--- src/rtl/key_event_decoder_pkg.sv ---
// Shared constants for the key event decoder: event codes, FSM states, key codes.
package key_event_decoder_pkg;

   localparam logic [2:0] EVT_NONE    = 3'd0;
   localparam logic [2:0] EVT_SINGLE0 = 3'd1;
   localparam logic [2:0] EVT_SINGLE1 = 3'd2;
   localparam logic [2:0] EVT_DOUBLE0 = 3'd3;
   localparam logic [2:0] EVT_DOUBLE1 = 3'd4;
   localparam logic [2:0] EVT_CHORD   = 3'd5;

   localparam logic [1:0] KEY_NONE = 2'b00;
   localparam logic [1:0] KEY0     = 2'b01;
   localparam logic [1:0] KEY1     = 2'b10;
   localparam logic [1:0] BOTH     = 2'b11;

   typedef enum logic {
      IDLE = 1'b0,
      WAIT = 1'b1
   } state_t;

   function automatic logic [2:0] single_code(input logic key);
      return key ? EVT_SINGLE1 : EVT_SINGLE0;
   endfunction

   function automatic logic [2:0] double_code(input logic key);
      return key ? EVT_DOUBLE1 : EVT_DOUBLE0;
   endfunction

endpackage

--- src/rtl/key_evt_outreg.sv ---
// One-entry valid/ready event register with a sticky overflow flag.
module key_evt_outreg
   import key_event_decoder_pkg::*;
(
   input  logic       clk,
   input  logic       rst_n,
   input  logic       evt_load,
   input  logic [2:0] evt_load_code,
   input  logic       evt_ready,
   input  logic       ovf_clr,
   output logic       evt_valid,
   output logic [2:0] evt_code,
   output logic       evt_ovf
);

   logic can_load;
   logic drop;

   assign can_load = !evt_valid || evt_ready;
   assign drop     = evt_load && evt_valid && !evt_ready;

   // Load a new event when the slot is free or being read this cycle; otherwise hold.
   always_ff @(posedge clk) begin
      if (!rst_n) begin
         evt_valid <= 1'b0;
         evt_code  <= EVT_NONE;
      end else if (evt_load && can_load) begin
         evt_valid <= 1'b1;
         evt_code  <= evt_load_code;
      end else if (evt_valid && evt_ready) begin
         evt_valid <= 1'b0;
         evt_code  <= EVT_NONE;
      end
   end

   // Sticky overflow; a drop in the same cycle as a clear keeps the flag set.
   always_ff @(posedge clk) begin
      if (!rst_n) begin
         evt_ovf <= 1'b0;
      end else if (drop) begin
         evt_ovf <= 1'b1;
      end else if (ovf_clr) begin
         evt_ovf <= 1'b0;
      end
   end

endmodule

--- src/rtl/key_event_decoder.sv ---
// Classifies debounced key presses into single, double and chord events.
//
// state | meaning
// IDLE  | no click pending, timer held at 0
// WAIT  | one click of pend_key pending, timer counting the double-click window
module key_event_decoder
   import key_event_decoder_pkg::*;
#(
   parameter int WINDOW_CYCLES = 15_000_000,
   parameter int CNT_W         = 24
) (
   input  logic       clk,
   input  logic       rst_n,
   input  logic       key_flag,
   input  logic [1:0] key_value,
   output logic       evt_valid,
   input  logic       evt_ready,
   output logic [2:0] evt_code,
   output logic       evt_ovf,
   input  logic       ovf_clr
);

   localparam logic [CNT_W-1:0] TC = CNT_W'(WINDOW_CYCLES - 1);

   state_t           state, state_nxt;
   logic             pend_key, pend_key_nxt;
   logic [CNT_W-1:0] timer, timer_nxt;
   logic             new_evt;
   logic [2:0]       new_code;
   logic             press;
   logic             press_key;

   assign press     = key_flag && (key_value != KEY_NONE);
   // For single-key codes (01/10) the upper bit identifies the key.
   assign press_key = key_value[1];

   // State, pending key and window timer registers.
   always_ff @(posedge clk) begin
      if (!rst_n) begin
         state    <= IDLE;
         pend_key <= 1'b0;
         timer    <= '0;
      end else begin
         state    <= state_nxt;
         pend_key <= pend_key_nxt;
         timer    <= timer_nxt;
      end
   end

   // Next-state and event decision; a press always beats the timeout in the same cycle.
   always_comb begin
      state_nxt    = state;
      pend_key_nxt = pend_key;
      timer_nxt    = timer;
      new_evt      = 1'b0;
      new_code     = EVT_NONE;
      unique case (state)
         IDLE: begin
            timer_nxt = '0;
            if (press) begin
               if (key_value == BOTH) begin
                  new_evt  = 1'b1;
                  new_code = EVT_CHORD;
               end else begin
                  state_nxt    = WAIT;
                  pend_key_nxt = press_key;
               end
            end
         end
         WAIT: begin
            if (press && key_value == BOTH) begin
               new_evt   = 1'b1;
               new_code  = EVT_CHORD;
               state_nxt = IDLE;
               timer_nxt = '0;
            end else if (press && press_key == pend_key) begin
               new_evt   = 1'b1;
               new_code  = double_code(pend_key);
               state_nxt = IDLE;
               timer_nxt = '0;
            end else if (press) begin
               new_evt      = 1'b1;
               new_code     = single_code(pend_key);
               pend_key_nxt = press_key;
               timer_nxt    = '0;
            end else if (timer == TC) begin
               new_evt   = 1'b1;
               new_code  = single_code(pend_key);
               state_nxt = IDLE;
               timer_nxt = '0;
            end else begin
               timer_nxt = timer + CNT_W'(1);
            end
         end
         default: begin
            state_nxt = IDLE;
            timer_nxt = '0;
         end
      endcase
   end

   key_evt_outreg u_outreg (
      .clk           (clk),
      .rst_n         (rst_n),
      .evt_load      (new_evt),
      .evt_load_code (new_code),
      .evt_ready     (evt_ready),
      .ovf_clr       (ovf_clr),
      .evt_valid     (evt_valid),
      .evt_code      (evt_code),
      .evt_ovf       (evt_ovf)
   );

endmodule

--- config.mk ---
export PLATFORM = sky130hd
export DESIGN_NAME = key_event_decoder
export DESIGN_NICKNAME = d
export VERILOG_FILES = /design/src/rtl/key_event_decoder_pkg.sv /design/src/rtl/key_evt_outreg.sv /design/src/rtl/key_event_decoder.sv
export SDC_FILE = /design/constraint.sdc
export NUM_CORES = 1
export LEC_CHECK = 0
export CAP_MARGIN = 10
export CORE_MARGIN = 10
export CORE_UTILIZATION = 39
export DETAILED_ROUTE_END_ITERATION = 10
export HOLD_SLACK_MARGIN = 0.06
export PLACE_DENSITY = 0.7
export SYNTH_ARGS = -nofsm -noshare
export SYNTH_HDL_FRONTEND = slang
export SYNTH_SLANG_ARGS = --single-unit
--- constraint.sdc ---
create_clock -name clk -period 2.06 [get_ports clk]
set_clock_uncertainty 0.2 [all_clocks]
set_input_delay 0.309 -clock clk [delete_from_list [all_inputs] [get_ports clk]]
set_output_delay 0.309 -clock clk [all_outputs]
set_load 0.01 [all_outputs]
==> results_dict.tcl <==
set metrics [dict create \
    status "complete, no violations" \
    start_kind "flop" \
    relSlewSlack_pct 72.15 \
    coreArea_um2 3716 \
    die_area_um2 6812 \
    maxSlewViolCount 0 \
    ys_ff_latch 31 \
    grt_pass1_wl_um 5727 \
    clock_path_buffers 2 \
    vias_per_cell 5.169 \
    cts.sinks 31 \
    antenna_found_initial 0 \
    gp_congestion 0.8397 \
    final_util_pct 52.59 \
    grt_max_degree 25 \
    netlist_top_cells_count "dfxtp_1 (31), nor2_1 (27), nand2_1 (15)" \
    yosysMostFrequentCell "dfxtp_1" \
    clk_pin_slew_ps 60 \
    synth_flop_cell "dfxtp_1" \
    setup_viol 0 \
    intPower_mw 1.044 \
    cp_max_fo 5 \
    postRouteAntennaNets 0 \
    fin_crit_ps 1998 \
    io_pins 12 \
    power_frac_clock_pct 46.7 \
    ir_drop_mv 0.4242 \
    crit_type "reg2reg" \
    overflow 0 \
    synthCells 183 \
    syn_nets 191 \
    p_sw_mw 0.2761 \
    grt_pass1_vias 1275 \
    p_sw_share_pct 20.92 \
    num_rows 22 \
    synth.avg_cell_area_um2 8.334 \
    synth_top_area_share_pct 40.69 \
    port_buffers 11 \
    cts_buffers 5 \
    post_drt_wl_per_cell_um 12.64 \
    cp_data_required_time_ps 2040 \
    ctsHoldBuffers 0 \
    track_usage_pct 10.60 \
    final_nets 220 \
    max_slew.worst_pin.slew_ps 416.5 \
    fmax_ghz 0.5005 \
    htree_levels 2 \
    drt-total-wl_um 3299 \
    diodes 0 \
    endpoint_kind "flop" \
    ys_types 37 \
    drcViolationCount 0 \
    hp-class "reg2reg" \
    clk-insertion-delay-late_ps 280 \
    layout-drive-gt1-share_pct 16.90 \
    comb_power_share_pct 6.5 \
    timing.hold.ws_ps 292.5 \
    hold_viol_final 0 \
    vias 1349 \
    start_util_pct 41.04 \
    dpl.hpwl_um 2335 \
    synthArstFlopShare_pct 0 \
    firstDrtPassIters 4 \
    final_cells 261 \
    yosysWarnings 0 \
    seq_area_frac_synth_pct 40.69 \
    die_h_um 82.54 \
    finalSetupTns_ps 0 \
    drtIter0Drc 54 \
    synth_edf_count 0 \
    p_seq_share_pct 46.7 \
    drv_cap 0 \
    synth_top_area_cell "dfxtp_1" \
    tritoncts "built" \
    ctsRootBufferMaster "clkbuf_8" \
    fp.dieW_um 82.54 \
    critPathArrivalTime_ps 1980 \
    rsz0062_at_grt "no" \
    synth.cell_area_um2 1525 \
    p_per_area_nw_per_um2 675.3 \
    timing.final.crit_share_pct 97.00 \
    synth_area_leaders "dfxtp_1 (41%), nor2_1 (6.6%), xnor2_1 (6.3%), xor2_1 (5.2%), nand3_1 (4.6%)" \
    p_leak_nw 0.6265 \
    area.growth.synth_to_final_pct 28.14 \
    placed_cells 253 \
]
-- cell type report --
type	instances	area (um2)
fillers	374	1762
flip-flops and latches	31	623.1
multi-input cells	138	862.1
clock inverters	2	35.03
inverters	5	18.77
well taps	48	60.06
repair buffers	31	272.8
clock buffers	6	82.58
-- timing repair --
action	4_1_cts	5_1_grt
endpoints found under the hold margin	0	0
buffers inserted	0	0
endpoints found under the setup margin	0	3
gates resized for setup	0	4
-- cells by family after synthesis --
kind of cell               share of synthesized area, %
AOI/OAI and AO/OA                                 11.89
xor gates and xnor gates                          11.48
adders and majority gates                         1.477
buffers and inverters                             4.019
DFF                                               40.69
and+or+nand+nor                                   30.44
-- worst max-delay path, stage by stage (launching register included) --
cell and delay [ps]:
dfxtp_2 350, ha_4 130, nand2_1 70, or4_4 560
o31ai_4 290, o221ai_2 120, and3_1 170
-- metal layers --
layer | routed length, um | part of all wire [%] | global-route usage [%] | vias to the layer above
met5 | 0 | 0 | 0 | -
met4 | 53 | 1.6 | 4.515 | 0
met3 | 226 | 6.9 | 3.672 | 7
met2 | 1441 | 44 | 17.03 | 34
met1 | 1578 | 48 | 12.57 | 608
li1 | - | - | - | 700
-- layout by cell type (no fill, tap or decap), drive strengths merged --
master and instances:
a21boi 1, a21oi 7, a22oi 1, a32oi 1, and3 3, and4 2, buf 20, bufinv 1
clkbuf 6, clkdlybuf4s50 11, clkinv 1, dfxtp 31, ha 1, inv 5, maj3 1, nand2 15
nand3 14, nand4 8, nand4b 1, nor2 27, nor2b 4, nor3 5, nor4 3, nor4b 1
nor4bb 2, o2111ai 1, o21a 1, o21ai 8, o221ai 1, o311ai 1, o31ai 3, or2 2
or3 2, or4 2, xnor2 11, xor2 9
-- flip-flops by register name (all words and copies together), names as in the netlist --
register	count
timer	24
u_outreg.evt_code	3
pend_key	1
state	1
u_outreg.evt_ovf	1
u_outreg.evt_valid	1
-- metrics by stage --
step / setup WS, ps / total power [mW] / cell area, um2
4_1_cts: 19.34 / 1.337 / 1936
2_1_floorplan: 0.5216 / 0.6729 / 1528
6_report: 61.81 / 1.320 / 1954
5_1_grt: 3.184 / 1.379 / 1954
3_3_place_gp: 72.34 / 0.7150 / 1818
3_5_place_dp: 31.20 / 0.7158 / 1818
-- power by group through the flow --
stage	sequential, mW	clock (mW)	combinational, mW
finish	0.617	0.617	0.0863
global route	0.618	0.666	0.0945
CTS	0.616	0.635	0.0867
detailed placement	0.630	0	0.0861
global placement	0.630	0	0.0853
floorplan	0.628	0	0.0452
-- final timing paths --
path | from | end | slack [ps] | cells past startpoint
max reg2reg | timer[1] | u_outreg.evt_code[2] | 60 | 6
min reg2reg | u_outreg.evt_code[1] | u_outreg.evt_code[1] | 290 | 2
max | timer[1] | u_outreg.evt_code[2] | 60 | 6
min | u_outreg.evt_code[1] | u_outreg.evt_code[1] | 290 | 2
(Power assumes the default switching activity.)
